<file path="config.mk">
export PLATFORM = sky130hd
export DESIGN_NAME = key_jk_ctrl
export DESIGN_NICKNAME = d
export VERILOG_FILES = /design/src/rtl/key_pkg.sv /design/src/rtl/key_chan.sv /design/src/rtl/key_jk_ctrl.sv
export SDC_FILE = /design/constraint.sdc
export NUM_CORES = 1
export LEC_CHECK = 0
export ABC_AREA = 1
export CORE_MARGIN = 2
export CORE_UTILIZATION = 64
export DETAILED_ROUTE_END_ITERATION = 6
export PLACE_DENSITY = 0.93
export REMOVE_ABC_BUFFERS = 1
export SLEW_MARGIN = 5
export SYNTH_ARGS = -nofsm -noshare
export SYNTH_HDL_FRONTEND = slang
export SYNTH_SLANG_ARGS = --single-unit
</file>
<file path="constraint.sdc">
create_clock -name clk -period 2.3 [get_ports clk]
set_clock_uncertainty 0.05 [all_clocks]
set_input_delay 0.23 -clock clk [delete_from_list [all_inputs] [get_ports clk]]
set_output_delay 0.23 -clock clk [all_outputs]
set_load 0.1 [all_outputs]
</file>
<file path="src/rtl/key_pkg.sv">
// Shared constants and helpers for the J/K key front-end.
// Default debounce and repeat timings assume a 12 MHz system clock.
package key_pkg;

    localparam int unsigned CNT_MAX_DEF    = 240000;
    localparam int unsigned REPEAT_DLY_DEF = 6000000;
    localparam int unsigned REPEAT_PER_DEF = 1200000;

    // The raw board keys are active-low, so "released" is the idle level 1.
    typedef enum logic {
        KEY_PRESSED  = 1'b0,
        KEY_RELEASED = 1'b1
    } key_state_e;

    function automatic int unsigned cnt_width(input int unsigned max_val);
        return (max_val < 1) ? 1 : $clog2(max_val + 1);
    endfunction

endpackage

</file>
<file path="src/rtl/key_chan.sv">
// One key channel: 2-flop synchronizer, debounce counter, press pulse and
// optional auto-repeat (enabled by defining KEY_REPEAT_EN).
module key_chan
    import key_pkg::*;
#(
    parameter int unsigned CNT_MAX    = CNT_MAX_DEF,
    parameter int unsigned REPEAT_DLY = REPEAT_DLY_DEF,
    parameter int unsigned REPEAT_PER = REPEAT_PER_DEF
) (
    input  logic clk,
    input  logic rst,
    input  logic key_n,
    output logic pulse,
    output logic level
);

    localparam int unsigned CNT_W = cnt_width(CNT_MAX);

    logic                sync1_q, sync1_d;
    logic                sync2_q, sync2_d;
    key_state_e          stable_q, stable_d;
    logic [CNT_W-1:0]    cnt_q, cnt_d;
    logic                pulse_q, pulse_d;

`ifdef KEY_REPEAT_EN
    localparam int unsigned REP_W = cnt_width(REPEAT_DLY);
    logic [REP_W-1:0]    rep_q, rep_d;
`endif

    // The repeat reload value is REPEAT_DLY-REPEAT_PER, so it must not underflow.
    if (REPEAT_DLY < REPEAT_PER) begin : g_repeat_cfg_invalid
    end

    always_comb begin
        sync1_d  = key_n;
        sync2_d  = sync1_q;
        stable_d = stable_q;
        cnt_d    = '0;
        pulse_d  = 1'b0;
        if (key_state_e'(sync2_q) != stable_q) begin
            if (cnt_q == CNT_W'(CNT_MAX - 1)) begin
                stable_d = key_state_e'(sync2_q);
                pulse_d  = (key_state_e'(sync2_q) == KEY_PRESSED);
            end else begin
                cnt_d = cnt_q + CNT_W'(1);
            end
        end
`ifdef KEY_REPEAT_EN
        // Reloading to DLY-PER after each repeat makes later pulses REPEAT_PER apart.
        rep_d = '0;
        if (stable_q == KEY_PRESSED && stable_d == KEY_PRESSED) begin
            if (rep_q == REP_W'(REPEAT_DLY - 1)) begin
                pulse_d = 1'b1;
                rep_d   = REP_W'(REPEAT_DLY - REPEAT_PER);
            end else begin
                rep_d = rep_q + REP_W'(1);
            end
        end
`endif
    end

    always_ff @(posedge clk) begin
        if (!rst) begin
            sync1_q  <= 1'b1;
            sync2_q  <= 1'b1;
            stable_q <= KEY_RELEASED;
            cnt_q    <= '0;
            pulse_q  <= 1'b0;
`ifdef KEY_REPEAT_EN
            rep_q    <= '0;
`endif
        end else begin
            sync1_q  <= sync1_d;
            sync2_q  <= sync2_d;
            stable_q <= stable_d;
            cnt_q    <= cnt_d;
            pulse_q  <= pulse_d;
`ifdef KEY_REPEAT_EN
            rep_q    <= rep_d;
`endif
        end
    end

    assign pulse = pulse_q;
    assign level = (stable_q == KEY_PRESSED);

endmodule

</file>
<file path="src/rtl/key_jk_ctrl.sv">
// Debounced J/K key controller producing one-cycle pulses for a jk_ff.
// Auto-repeat on held keys is compiled in only when KEY_REPEAT_EN is defined.
module key_jk_ctrl
    import key_pkg::*;
#(
    parameter int unsigned CNT_MAX    = CNT_MAX_DEF,
    parameter int unsigned REPEAT_DLY = REPEAT_DLY_DEF,
    parameter int unsigned REPEAT_PER = REPEAT_PER_DEF
) (
    input  logic clk,
    input  logic rst,
    input  logic key_j,
    input  logic key_k,
    output logic j,
    output logic k,
    output logic j_lvl,
    output logic k_lvl
);

    key_chan #(
        .CNT_MAX    (CNT_MAX),
        .REPEAT_DLY (REPEAT_DLY),
        .REPEAT_PER (REPEAT_PER)
    ) u_chan_j (
        .clk   (clk),
        .rst   (rst),
        .key_n (key_j),
        .pulse (j),
        .level (j_lvl)
    );

    key_chan #(
        .CNT_MAX    (CNT_MAX),
        .REPEAT_DLY (REPEAT_DLY),
        .REPEAT_PER (REPEAT_PER)
    ) u_chan_k (
        .clk   (clk),
        .rst   (rst),
        .key_n (key_k),
        .pulse (k),
        .level (k_lvl)
    );

endmodule

</file>
==> impl_metrics.prom, run 1 <==
# TYPE chip_impl_metric gauge
chip_impl_metric{name="antenna_cells_inserted",unit=""} 0
chip_impl_info{name="tritoncts_clock_tree",value="yes"} 1
chip_impl_metric{name="place_congestion",unit=""} 0.8641
chip_impl_info{name="timing.critical_path.slowest_stage_cell",value="dfxtp_1"} 1
chip_impl_metric{name="wl_per_cell",unit="um"} 11.16
chip_impl_metric{name="worst_hold_path.num_cells",unit=""} 3
chip_impl_metric{name="drt.antenna.violating_nets",unit=""} 0
chip_impl_info{name="grt_setup_unrepaired",value="no"} 1
chip_impl_metric{name="drt-pass1-iter-count",unit=""} 4
chip_impl_metric{name="holdBufCountCts",unit=""} 0
chip_impl_metric{name="maxClockFrequency",unit="GHz"} 0.6170
chip_impl_info{name="commonest_non_fill_non_tap_cells_in_the_layout",value="nand2_1 (67), nor2_1 (54), dfxtp_1 (44)"} 1
chip_impl_info{name="final_common_cell",value="nand2_1"} 1
chip_impl_metric{name="htree_num_levels",unit=""} 2
chip_impl_metric{name="preCtsSetupSlack",unit="ns"} 0.5574
chip_impl_metric{name="post_route_cells_drive_above_1_share",unit="%"} 9.968
chip_impl_metric{name="cts.reportedPaths.clkPinSlew",unit="ns"} 0.15
chip_impl_info{name="setup.worst_path.end_class",value="flop"} 1
chip_impl_metric{name="p_int",unit="mW"} 0.8956
chip_impl_metric{name="final.setup.worst_slack",unit="ns"} 0.6792
chip_impl_metric{name="irDropWorstVdd",unit="V"} 0.0003114
chip_impl_metric{name="placed_cell_area",unit="um2"} 2188
chip_impl_metric{name="port_buffers",unit=""} 7
chip_impl_metric{name="area.sequential",unit="um2"} 880.8
chip_impl_metric{name="initial_core_util",unit="%"} 67.97
chip_impl_metric{name="top_level_ports",unit=""} 8
chip_impl_metric{name="postSynthAreaPerCell",unit="um2"} 7.020
chip_impl_metric{name="worst_skew_pair.late_latency",unit="ns"} 0.37
chip_impl_metric{name="synthToLayoutAreaGrowth",unit="%"} 7.536
chip_impl_metric{name="mappedNetlistArea",unit="um2"} 2092
chip_impl_metric{name="final.min_clock_period",unit="ns"} 1.621
chip_impl_info{name="worstHoldPathType",value="in2reg"} 1
chip_impl_metric{name="synthCells",unit=""} 298
chip_impl_metric{name="post-route-cell-area",unit="um2"} 2250
chip_impl_metric{name="totalNegativeSetupSlack",unit="ns"} 0
chip_impl_metric{name="cts-buffers-inserted",unit=""} 5
chip_impl_metric{name="area_of_the_placeable_core",unit="um2"} 3078
chip_impl_metric{name="critPathMaxStageDelay",unit="ns"} 0.42
chip_impl_metric{name="area_share_of_the_largest_cell_type_after_synthesis",unit="%"} 42.11
chip_impl_metric{name="globalRouteOverflowTotal",unit=""} 0
chip_impl_info{name="cts_root_buf",value="clkbuf_4"} 1
chip_impl_info{name="holdCritStartpoint",value="key_k"} 1
chip_impl_metric{name="timing_worst_slew_pin_value",unit="ns"} 0.3366
chip_impl_metric{name="arrival",unit="ns"} 1.83
chip_impl_metric{name="fp.dieArea",unit="um2"} 3742
chip_impl_metric{name="die_width",unit="um"} 61.18
chip_impl_metric{name="grt_antenna_before_repair",unit=""} 0
chip_impl_metric{name="timing.max_cap.violations",unit=""} 0
chip_impl_metric{name="clock-sinks",unit=""} 44
chip_impl_metric{name="wirelength",unit="um"} 3961
chip_impl_metric{name="clockPowerShare",unit="%"} 33.1
chip_impl_metric{name="hold_viol",unit=""} 0
chip_impl_metric{name="post_synth_num_cell_types",unit=""} 25
chip_impl_metric{name="layout.nets",unit=""} 316
chip_impl_metric{name="yosys_warnings",unit=""} 0
chip_impl_metric{name="rr_worst_depth",unit=""} 6
chip_impl_metric{name="cp.required",unit="ns"} 2.51
chip_impl_metric{name="vias_in_the_first_global_route",unit=""} 1559
chip_impl_metric{name="rows",unit=""} 20
chip_impl_metric{name="cts-root-to-sink-buffers",unit=""} 2
chip_impl_metric{name="grt_start_max_net_pins",unit=""} 19
chip_impl_metric{name="routed-via-count",unit=""} 1827
chip_impl_metric{name="leakage",unit="nW"} 0.7603
chip_impl_metric{name="swShare",unit="%"} 24.16
chip_impl_metric{name="maxSlewHeadroom",unit="%"} 77.48
chip_impl_metric{name="drc",unit=""} 0
chip_impl_metric{name="utilization",unit="%"} 73.09
chip_impl_info{name="worst-setup-path-type",value="reg2reg"} 1
chip_impl_metric{name="critical_path_maximum_fanout",unit=""} 18
chip_impl_metric{name="cts_setup_buffers",unit=""} 0
chip_impl_info{name="yosys-top-cells-area",value="dfxtp_1 (42%), nand2_1 (12%), nor2_1 (9.7%)"} 1
chip_impl_metric{name="ys_seq_elements",unit=""} 44
chip_impl_metric{name="vias_per_cell",unit=""} 5.146
chip_impl_metric{name="layout_worst_path_cycle_share",unit="%"} 70.47
chip_impl_metric{name="p_comb_share",unit="%"} 1.7
chip_impl_info{name="r2r_end",value="u_chan_j.cnt_q[11]$_SDFF_PP0_"} 1
chip_impl_info{name="rr_startpoint",value="u_chan_j.cnt_q[0]$_SDFF_PP0_"} 1
chip_impl_info{name="startpoint_type",value="flop"} 1
chip_impl_metric{name="synth-seq-area-share",unit="%"} 42.11
chip_impl_metric{name="postCtsResizedCells",unit=""} 0
chip_impl_info{name="worstPathCellList",value="ha_1 -> nand3_2 -> nor2_4 -> nand3_2 -> nand2_4 -> nor2_1"} 1
chip_impl_metric{name="maxSlewViolCount",unit=""} 0
chip_impl_metric{name="multiInputGateArea",unit="um2"} 1046
chip_impl_metric{name="grt_use_total",unit="%"} 23.19
chip_impl_info{name="timing.critical_path.mode_cell",value="nand3_2"} 1
chip_impl_metric{name="sequential_cell_fraction_of_total_power",unit="%"} 65.2
chip_impl_info{name="outcome",value="completed"} 1
chip_impl_metric{name="place.detailed.hpwl",unit="um"} 2967
chip_impl_info{name="synth_largest_area_cell",value="dfxtp_1"} 1
chip_impl_metric{name="total_switching_power",unit="mW"} 0.2854
chip_impl_metric{name="finalSetupViolations",unit=""} 0
chip_impl_metric{name="powerDensity",unit="nW/um2"} 525.0
chip_impl_metric{name="setup.reg_to_reg.worst_slack",unit="ns"} 0.68
chip_impl_metric{name="die-height",unit="um"} 61.18
chip_impl_metric{name="grt_first_pass_wirelength",unit="um"} 6541
chip_impl_metric{name="filler_cell_count",unit=""} 261
chip_impl_metric{name="drt_iter0_drc",unit=""} 97
chip_impl_info{name="hold-path-endpoint",value="u_chan_k.sync1_q$_SDFF_PN1_"} 1
## stage by stage
step	total power, mW	hold slack [ns]	cells
6_report	1.181	0.3361	355
5_1_grt	1.218	0.3436	355
4_1_cts	1.187	0.3413	355
3_5_place_dp	0.8073	0.3567	347
3_3_place_gp	0.8061	0.3519	347
2_1_floorplan	0.7965	0.2487	296
## worst max-delay path, delay by kind of cell, from the launching register on
| kind | cells | cell delay (ns) |
|---|---|---|
| adders and majority gates | 1 | 0.26 |
| DFF | 1 | 0.42 |
| and+or+nand+nor | 5 | 0.79 |
## power by group through the flow
stage                     Sequential, mW  Combinational [mW]  Clock, mW
after global placement             0.786              0.0197          0
after global routing               0.771              0.0226      0.425
after detailed placement           0.787              0.0207          0
final                              0.770              0.0204      0.391
after floorplan                    0.786              0.0107          0
after CTS                          0.770              0.0208      0.397
## flip-flops by register name, summed over array words and instances (netlist names)
name / flops
u_chan_j.stable_q: 1
u_chan_k.sync1_q: 1
u_chan_j.sync1_q: 1
u_chan_j.sync2_q: 1
u_chan_k.sync2_q: 1
u_chan_k.pulse: 1
u_chan_k.stable_q: 1
u_chan_j.cnt_q: 18
u_chan_k.cnt_q: 18
u_chan_j.pulse: 1
## kinds of logic (layout without fill, tap and decap cells)
| logic type | Yosys count | in the layout | synth area share (%) |
|---|---|---|---|
| simple gates | 172 | 172 | 36.42 |
| flops | 44 | 44 | 42.11 |
| buf+inv | 41 | 54 | 7.895 |
| compound gates | 24 | 24 | 6.100 |
| xor+xnor | 15 | 15 | 6.280 |
| fa+ha+maj | 2 | 2 | 1.196 |
## cell usage after synthesis, drive strengths merged
cell type and instances:
a21oi 16, buf 2, dfxtp 44, ha 2, inv 39, nand2 69, nand3 25, nand3b 2
nand4 10, nor2 59, nor3 6, o21ai 8, or2 1, xnor2 6, xor2 9
## area by class of cell
cell class / instances / share of cell area [%]
sequential: 44 / 39.15
inverter: 39 / 6.507
timing repair buffer: 7 / 2.670
clock buffer: 5 / 1.669
clock inverter: 3 / 1.057
tap: 44 / 2.447
multi-input combinational: 213 / 46.50
## how the worst max path moves through the flow
stage	start	end
floorplan	u_chan_j.cnt_q[0]$_SDFF_PP0_	u_chan_j.cnt_q[11]$_SDFF_PP0_
CTS	u_chan_j.cnt_q[0]$_SDFF_PP0_	u_chan_j.cnt_q[11]$_SDFF_PP0_
detailed placement	rst	u_chan_k.cnt_q[15]$_SDFF_PP0_
finish	u_chan_j.cnt_q[0]$_SDFF_PP0_	u_chan_j.cnt_q[11]$_SDFF_PP0_
global route	u_chan_j.cnt_q[0]$_SDFF_PP0_	u_chan_j.cnt_q[11]$_SDFF_PP0_
global placement	rst	u_chan_k.cnt_q[15]$_SDFF_PP0_
## layer usage
| layer | track usage [%] | vias to the layer above | wire [um] |
|---|---|---|---|
| met5 | 0 | - | 0 |
| met4 | 5.590 | 0 | 38 |
| met3 | 6.303 | 5 | 212 |
| met2 | 38.15 | 45 | 1848 |
| met1 | 30.37 | 810 | 1860 |
| li1 | - | 967 | - |
Note: power is estimated with default switching activity, not from simulation.
==> inputs of run 2 (changes only) <==
Settings changed: CORE_UTILIZATION 64 to 54, PLACE_DENSITY 0.93 to 0.85.
Clock period 2.3 ns to 1.39 ns, I/O delays scaled along.
==> run 2 against run 1 <==
Against the previous run: highest routed layer unchanged; clock-buffer cell count rose by 2; sequential power up 65%; first-iteration DRC count rose to 3.9 times the previous value; routed wire length increased by 57%; global-route usage increased by 0.11 points; the run now ends with setup timing left; non-clock buffer count up 17; power grew 100%.
==> impl_metrics.prom, run 2 (synthesis results as in run 1) <==
# TYPE chip_impl_metric gauge
chip_impl_info{name="outcome",value="finished, violations left"} 1
chip_impl_info{name="failed_checks",value="setup timing"} 1
chip_impl_metric{name="rows",unit=""} 22
chip_impl_info{name="cts_root_buf",value="clkbuf_8"} 1
chip_impl_metric{name="htree_num_levels",unit=""} 2
chip_impl_metric{name="hold_viol",unit=""} 0
chip_impl_metric{name="port_buffers",unit=""} 7
chip_impl_metric{name="post-route-cell-area",unit="um2"} 2680
chip_impl_info{name="tritoncts_clock_tree",value="yes"} 1
chip_impl_metric{name="globalRouteOverflowTotal",unit=""} 0
chip_impl_info{name="worstHoldPathType",value="in2reg"} 1
chip_impl_info{name="grt_setup_unrepaired",value="yes"} 1
chip_impl_metric{name="irDropWorstVdd",unit="V"} 0.0004949
chip_impl_metric{name="cts_setup_buffers",unit=""} 0
chip_impl_metric{name="layout.nets",unit=""} 334
chip_impl_info{name="reg.largest.list",value="u_chan_j.cnt_q: 18 flops, u_chan_k.cnt_q: 18 flops"} 1
chip_impl_metric{name="grt_start_max_net_pins",unit=""} 19
chip_impl_metric{name="finalSetupViolations",unit=""} 12
chip_impl_metric{name="maxClockFrequency",unit="GHz"} 0.6480
chip_impl_info{name="cp_top_family",value="simple AND/OR/NAND/NOR gates"} 1
chip_impl_metric{name="multiInputGateArea",unit="um2"} 1209
chip_impl_metric{name="layoutNonFillerInstCount",unit=""} 377
chip_impl_metric{name="timing_worst_slew_pin_value",unit="ns"} 0.4168
chip_impl_metric{name="maxSlewViolCount",unit=""} 0
chip_impl_metric{name="grt_first_pass_wirelength",unit="um"} 7852
chip_impl_metric{name="utilization",unit="%"} 72.66
chip_impl_metric{name="fp.dieArea",unit="um2"} 4388
chip_impl_metric{name="place.detailed.hpwl",unit="um"} 3118
chip_impl_metric{name="drc",unit=""} 0
chip_impl_info{name="final_common_cell",value="nand2_1"} 1
chip_impl_metric{name="leakage",unit="nW"} 0.9035
chip_impl_metric{name="antenna_cells_inserted",unit=""} 0
chip_impl_info{name="commonest_non_fill_non_tap_cells_in_the_layout",value="nand2_1 (64), nor2_1 (48), dfxtp_1 (34)"} 1
chip_impl_metric{name="final.setup.worst_slack",unit="ns"} -0.1533
chip_impl_metric{name="worst_skew_pair.late_latency",unit="ns"} 0.31
chip_impl_metric{name="layout_worst_path_cycle_share",unit="%"} 111.0
chip_impl_metric{name="initial_core_util",unit="%"} 56.72
chip_impl_metric{name="grt_use_total",unit="%"} 23.29
chip_impl_metric{name="vias_per_cell",unit=""} 5.918
chip_impl_metric{name="placed_cell_area",unit="um2"} 2371
chip_impl_metric{name="place_congestion",unit=""} 0.8798
chip_impl_metric{name="drt.antenna.violating_nets",unit=""} 0
chip_impl_metric{name="cts-buffers-inserted",unit=""} 5
chip_impl_metric{name="maxSlewHeadroom",unit="%"} 72.21
chip_impl_metric{name="worst-path-buf-inv",unit=""} 0
chip_impl_metric{name="preCtsSetupSlack",unit="ns"} -0.1162
chip_impl_metric{name="area_of_the_placeable_core",unit="um2"} 3689
chip_impl_info{name="startpoint_type",value="flop"} 1
chip_impl_metric{name="arrival",unit="ns"} 1.71
chip_impl_metric{name="critical_path_maximum_fanout",unit=""} 3
chip_impl_metric{name="final.min_clock_period",unit="ns"} 1.543
chip_impl_metric{name="drt_iter0_drc",unit=""} 374
chip_impl_metric{name="routed-via-count",unit=""} 2231
chip_impl_metric{name="cts.reportedPaths.clkPinSlew",unit="ns"} 0.08
chip_impl_metric{name="synthToLayoutAreaGrowth",unit="%"} 28.11
chip_impl_metric{name="post_route_cells_drive_above_1_share",unit="%"} 23.10
chip_impl_metric{name="holdBufCountCts",unit=""} 0
chip_impl_metric{name="drt-pass1-iter-count",unit=""} 7
chip_impl_info{name="timing.critical_path.slowest_stage_cell",value="dfxtp_2"} 1
chip_impl_metric{name="totalNegativeSetupSlack",unit="ns"} -0.3338
chip_impl_metric{name="grt_antenna_before_repair",unit=""} 0
chip_impl_metric{name="wirelength",unit="um"} 6235
chip_impl_metric{name="critPathMaxStageDelay",unit="ns"} 0.36
chip_impl_info{name="worstPathCellList",value="ha_4 -> nand3_4 -> nor2_2 -> nand2_2 -> o21ai_1 -> nand2_1 -> nor2_1"} 1
chip_impl_metric{name="timing.max_cap.violations",unit=""} 0
chip_impl_info{name="setup.worst_path.end_class",value="flop"} 1
chip_impl_metric{name="die-height",unit="um"} 66.24
chip_impl_metric{name="area.sequential",unit="um2"} 893.4
chip_impl_metric{name="powerDensity",unit="nW/um2"} 903.2
chip_impl_metric{name="clock-sinks",unit=""} 44
chip_impl_metric{name="total_power",unit="mW"} 2.421
chip_impl_metric{name="top_level_ports",unit=""} 8
chip_impl_metric{name="die_width",unit="um"} 66.24
chip_impl_metric{name="wl_per_cell",unit="um"} 16.54
chip_impl_info{name="worst-setup-path-type",value="reg2reg"} 1
chip_impl_metric{name="cts-root-to-sink-buffers",unit=""} 2
chip_impl_metric{name="place_inst",unit=""} 368
chip_impl_metric{name="hold_ws",unit="ns"} 0.3172
chip_impl_metric{name="filler_cell_count",unit=""} 238
chip_impl_metric{name="cp.required",unit="ns"} 1.56
chip_impl_metric{name="vias_in_the_first_global_route",unit=""} 1902
run 2: routing by layer:
| metal | GRT usage (%) | vias to the layer above | share of wire, % |
|---|---|---|---|
| met5 | 0 | - | 0 |
| met4 | 9.439 | 0 | 4.2 |
| met3 | 5.792 | 42 | 11 |
| met2 | 40.88 | 187 | 49 |
| met1 | 26.79 | 998 | 36 |
| li1 | - | 1004 | - |
run 2: worst paths after layout:
| path | start | end | slack, ns | cells after the start |
|---|---|---|---|---|
| setup / recovery | u_chan_k.cnt_q[1]$_SDFF_PP0_ | u_chan_k.cnt_q[12]$_SDFF_PP0_ | -0.15 | 7 |
| setup reg to reg | u_chan_k.cnt_q[1]$_SDFF_PP0_ | u_chan_k.cnt_q[12]$_SDFF_PP0_ | -0.15 | 7 |
| hold / removal | key_k | u_chan_k.sync1_q$_SDFF_PN1_ | 0.32 | 3 |
| hold reg to reg | u_chan_k.sync1_q$_SDFF_PN1_ | u_chan_k.sync2_q$_SDFF_PN1_ | 0.36 | 2 |
run 2: layout make-up:
cell class	instances	area share (%)
repair buffers	24	9.150
clock buffers	7	3.595
multi-input cells	214	45.10
clock inverters	1	1.120
well taps	48	2.241
flip-flops and latches	44	33.33
inverters	39	5.462
run 2: worst reg2reg max path: stages, from the launching register on:
cell     delay [ns]
dfxtp_2        0.36
ha_4           0.16
nand3_4        0.09
nor2_2         0.18
nand2_2        0.11
o21ai_1        0.19
nand2_1        0.11
nor2_1         0.18
run 2: repair_timing:
item | in CTS | in global routing
gates resized for setup | 8 | 35
pin swaps | 2 | 11
gates cloned | 0 | 1
setup endpoints to repair | 17 | 37
run 2: report_power, final:
part           internal [mW]  switching [mW]
Clock                  0.635           0.464
Sequential              1.27         0.00608
Combinational         0.0223          0.0273
Total                   1.92           0.498
==> inputs of run 3 (changes only) <==
Settings changed: SETUP_SLACK_MARGIN set to 0.05.
==> run 3 against run 2 <==
Against the previous run: the run still ends with setup timing left; sequential power barely moved; power rose by 0.36%; sequential share of layout area fell by 2.2 points; register-to-register slack barely moved; critical endpoint is now u_chan_k.cnt_q[16]$_SDFF_PP0_; largest power group unchanged; first-iteration DRC count rose by 34%; highest routed layer unchanged.
==> impl_metrics.prom, run 3 (synthesis results as in run 1) <==
# TYPE chip_impl_metric gauge
chip_impl_metric{name="maxSlewHeadroom",unit="%"} 72.17
chip_impl_metric{name="arrival",unit="ns"} 1.72
chip_impl_metric{name="leakage",unit="nW"} 0.9487
chip_impl_metric{name="wl_per_cell",unit="um"} 19.19
chip_impl_info{name="worstHoldPathType",value="in2reg"} 1
chip_impl_info{name="commonest_non_fill_non_tap_cells_in_the_layout",value="nand2_1 (62), nor2_1 (39), inv_1 (33), dfxtp_1 (33), buf_4 (17)"} 1
chip_impl_metric{name="total_power",unit="mW"} 2.429
chip_impl_metric{name="maxSlewViolCount",unit=""} 0
chip_impl_metric{name="top_level_ports",unit=""} 8
chip_impl_metric{name="worst_hold_path.num_cells",unit=""} 3
chip_impl_metric{name="timing_worst_slew_pin_value",unit="ns"} 0.4160
chip_impl_metric{name="place.detailed.hpwl",unit="um"} 3118
chip_impl_metric{name="drc",unit=""} 0
chip_impl_info{name="worst-setup-path-type",value="reg2reg"} 1
chip_impl_metric{name="critPathMaxStageDelay",unit="ns"} 0.36
chip_impl_metric{name="clockPowerShare",unit="%"} 45.1
chip_impl_metric{name="initial_core_util",unit="%"} 56.72
chip_impl_metric{name="cts-root-to-sink-buffers",unit=""} 2
chip_impl_metric{name="hold_viol",unit=""} 0
chip_impl_metric{name="cp.required",unit="ns"} 1.57
chip_impl_info{name="timing.critical_path.slowest_stage_cell",value="dfxtp_2"} 1
chip_impl_metric{name="port_buffers",unit=""} 7
chip_impl_info{name="startpoint_type",value="flop"} 1
chip_impl_metric{name="grt_use_total",unit="%"} 24.13
chip_impl_metric{name="drt-pass1-iter-count",unit=""} 6
chip_impl_info{name="final_common_cell",value="nand2_1"} 1
chip_impl_metric{name="total_switching_power",unit="mW"} 0.5022
chip_impl_metric{name="rows",unit=""} 22
chip_impl_metric{name="filler_cell_count",unit=""} 190
chip_impl_metric{name="grt_antenna_before_repair",unit=""} 0
chip_impl_metric{name="grt_first_pass_wirelength",unit="um"} 8059
chip_impl_metric{name="drt.antenna.violating_nets",unit=""} 0
chip_impl_info{name="cts_root_buf",value="clkbuf_8"} 1
chip_impl_metric{name="layoutNonFillerInstCount",unit=""} 382
chip_impl_metric{name="layout.nets",unit=""} 339
chip_impl_info{name="timing.critical_path.mode_cell",value="nand2_1"} 1
chip_impl_metric{name="sequential_cell_fraction_of_total_power",unit="%"} 52.4
chip_impl_metric{name="final.setup.worst_slack",unit="ns"} -0.1426
chip_impl_metric{name="final.min_clock_period",unit="ns"} 1.533
chip_impl_info{name="reg.largest.list",value="u_chan_j.cnt_q: 18 flops, u_chan_k.cnt_q: 18 flops"} 1
chip_impl_metric{name="die_width",unit="um"} 66.24
chip_impl_info{name="grt_setup_unrepaired",value="yes"} 1
chip_impl_metric{name="vias_in_the_first_global_route",unit=""} 1934
chip_impl_metric{name="place_inst",unit=""} 368
chip_impl_metric{name="drt_iter0_drc",unit=""} 502
chip_impl_metric{name="layout_worst_path_cycle_share",unit="%"} 110.3
chip_impl_metric{name="wirelength",unit="um"} 7332
chip_impl_metric{name="die-height",unit="um"} 66.24
chip_impl_metric{name="antenna_cells_inserted",unit=""} 0
chip_impl_metric{name="wl_met2",unit="um"} 3418
chip_impl_info{name="outcome",value="finished, violations left"} 1
chip_impl_metric{name="p_int",unit="mW"} 1.927
chip_impl_info{name="worstPathCellList",value="ha_4 -> nand3_4 -> nor2_2 -> nand2_1 -> nor2_1 -> nand2_1 -> a21oi_1"} 1
chip_impl_metric{name="timing.max_cap.violations",unit=""} 0
chip_impl_info{name="maxUsedRoutingLayer",value="met4"} 1
chip_impl_metric{name="area.sequential",unit="um2"} 894.6
chip_impl_metric{name="globalRouteOverflowTotal",unit=""} 0
chip_impl_metric{name="synthToLayoutAreaGrowth",unit="%"} 37.14
chip_impl_metric{name="powerDensity",unit="nW/um2"} 846.8
chip_impl_metric{name="grt_start_max_net_pins",unit=""} 14
chip_impl_metric{name="maxClockFrequency",unit="GHz"} 0.6525
chip_impl_metric{name="preCtsSetupSlack",unit="ns"} -0.1162
chip_impl_metric{name="utilization",unit="%"} 77.78
chip_impl_metric{name="swShare",unit="%"} 20.67
chip_impl_info{name="failed_checks",value="setup timing"} 1
chip_impl_metric{name="met1_length",unit="um"} 2701
chip_impl_metric{name="post_route_cells_drive_above_1_share",unit="%"} 31.14
chip_impl_info{name="tritoncts_clock_tree",value="yes"} 1
chip_impl_metric{name="routed-via-count",unit=""} 2351
chip_impl_metric{name="critical_path_maximum_fanout",unit=""} 3
chip_impl_metric{name="fp.dieArea",unit="um2"} 4388
chip_impl_metric{name="area_of_the_placeable_core",unit="um2"} 3689
chip_impl_metric{name="htree_num_levels",unit=""} 2
chip_impl_metric{name="clock-sinks",unit=""} 44
chip_impl_info{name="setup.worst_path.end_class",value="flop"} 1
chip_impl_metric{name="irDropWorstVdd",unit="V"} 0.0005305
chip_impl_metric{name="totalNegativeSetupSlack",unit="ns"} -1.211
chip_impl_metric{name="vias_per_cell",unit=""} 6.154
chip_impl_metric{name="multiInputGateArea",unit="um2"} 1368
chip_impl_metric{name="cts.reportedPaths.clkPinSlew",unit="ns"} 0.08
chip_impl_metric{name="p_comb_share",unit="%"} 2.5
chip_impl_metric{name="rr_worst_depth",unit=""} 7
chip_impl_metric{name="finalSetupViolations",unit=""} 27
chip_impl_metric{name="worst_skew_pair.late_latency",unit="ns"} 0.31
chip_impl_metric{name="met3_length",unit="um"} 825
chip_impl_metric{name="cts-buffers-inserted",unit=""} 5
chip_impl_metric{name="place_congestion",unit=""} 0.8798
==> run 3: cell count changes in the layout (fill, tap and decap cells not counted), moves of 4 or more <==
| cell | before | now |
|---|---|---|
| nor2_4 | 7 | 12 |
| a21oi_2 | 2 | 8 |
| nor2_1 | 48 | 39 |
| a21oi_1 | 14 | 7 |
| nor2_2 | 4 | 8 |
==> run 3: per-stage QoR <==
step	cell area (um2)	hold slack, ns
2_1_floorplan	2073	0.1577
3_3_place_gp	2371	0.3444
3_5_place_dp	2371	0.3449
4_1_cts	2603	0.3248
5_1_grt	2869	0.3403
6_report	2869	0.3236
==> run 3: repair_timing <==
action / in CTS / in global routing
endpoints found under the setup margin: 36 / 37
resized for setup: 22 / 58
hold buffers: 0 / 0
setup buffers: 0 / 3
pin swaps: 4 / 14
gates cloned: 2 / 1
==> run 3: path summary, 6_finish.rpt <==
path                            slack [ns]                         start                       endpoint
worst max-delay path                 -0.14  u_chan_k.cnt_q[1]$_SDFF_PP0_  u_chan_k.cnt_q[16]$_SDFF_PP0_
worst min-delay path                  0.32                         key_k    u_chan_k.sync1_q$_SDFF_PN1_
worst max register to register       -0.14  u_chan_k.cnt_q[1]$_SDFF_PP0_  u_chan_k.cnt_q[16]$_SDFF_PP0_
worst min register to register        0.38   u_chan_k.sync1_q$_SDFF_PN1_    u_chan_k.sync2_q$_SDFF_PN1_
==> run 3: cell type report <==
class,instances,area share (%)
well taps,48,2.093
inverters,39,5.190
multi-input cells,216,47.67
clock buffers,7,3.358
clock inverters,1,1.047
flip-flops and latches,44,31.18
repair buffers,27,9.464
==> run 3: critical path, delay by kind of cell (launching register included) <==
| family | cells | cell delay, ns |
|---|---|---|
| adder cells (fa/ha/maj) | 1 | 0.16 |
| AO/OA/AOI/OAI | 1 | 0.16 |
| AND/OR/NAND/NOR | 5 | 0.72 |
| flip-flops | 1 | 0.36 |
==> run 3: power by group through the flow <==
| stage | Combinational, mW | Sequential (mW) | Clock, mW |
|---|---|---|---|
| after floorplan | 0.0177 | 1.30 | 0 |
| after global placement | 0.0409 | 1.30 | 0 |
| after detailed placement | 0.0427 | 1.30 | 0 |
| after CTS | 0.0484 | 1.27 | 1.08 |
| after global routing | 0.0647 | 1.27 | 1.13 |
| final | 0.0614 | 1.27 | 1.10 |
==> run 3: metal layers <==
| metal | vias up | global-route usage, % |
|---|---|---|
| met3 | 49 | 6.133 |
| met2 | 207 | 41.25 |
| li1 | 1025 | - |
| met5 | - | 0 |
| met4 | 0 | 9.694 |
| met1 | 1070 | 28.65 |
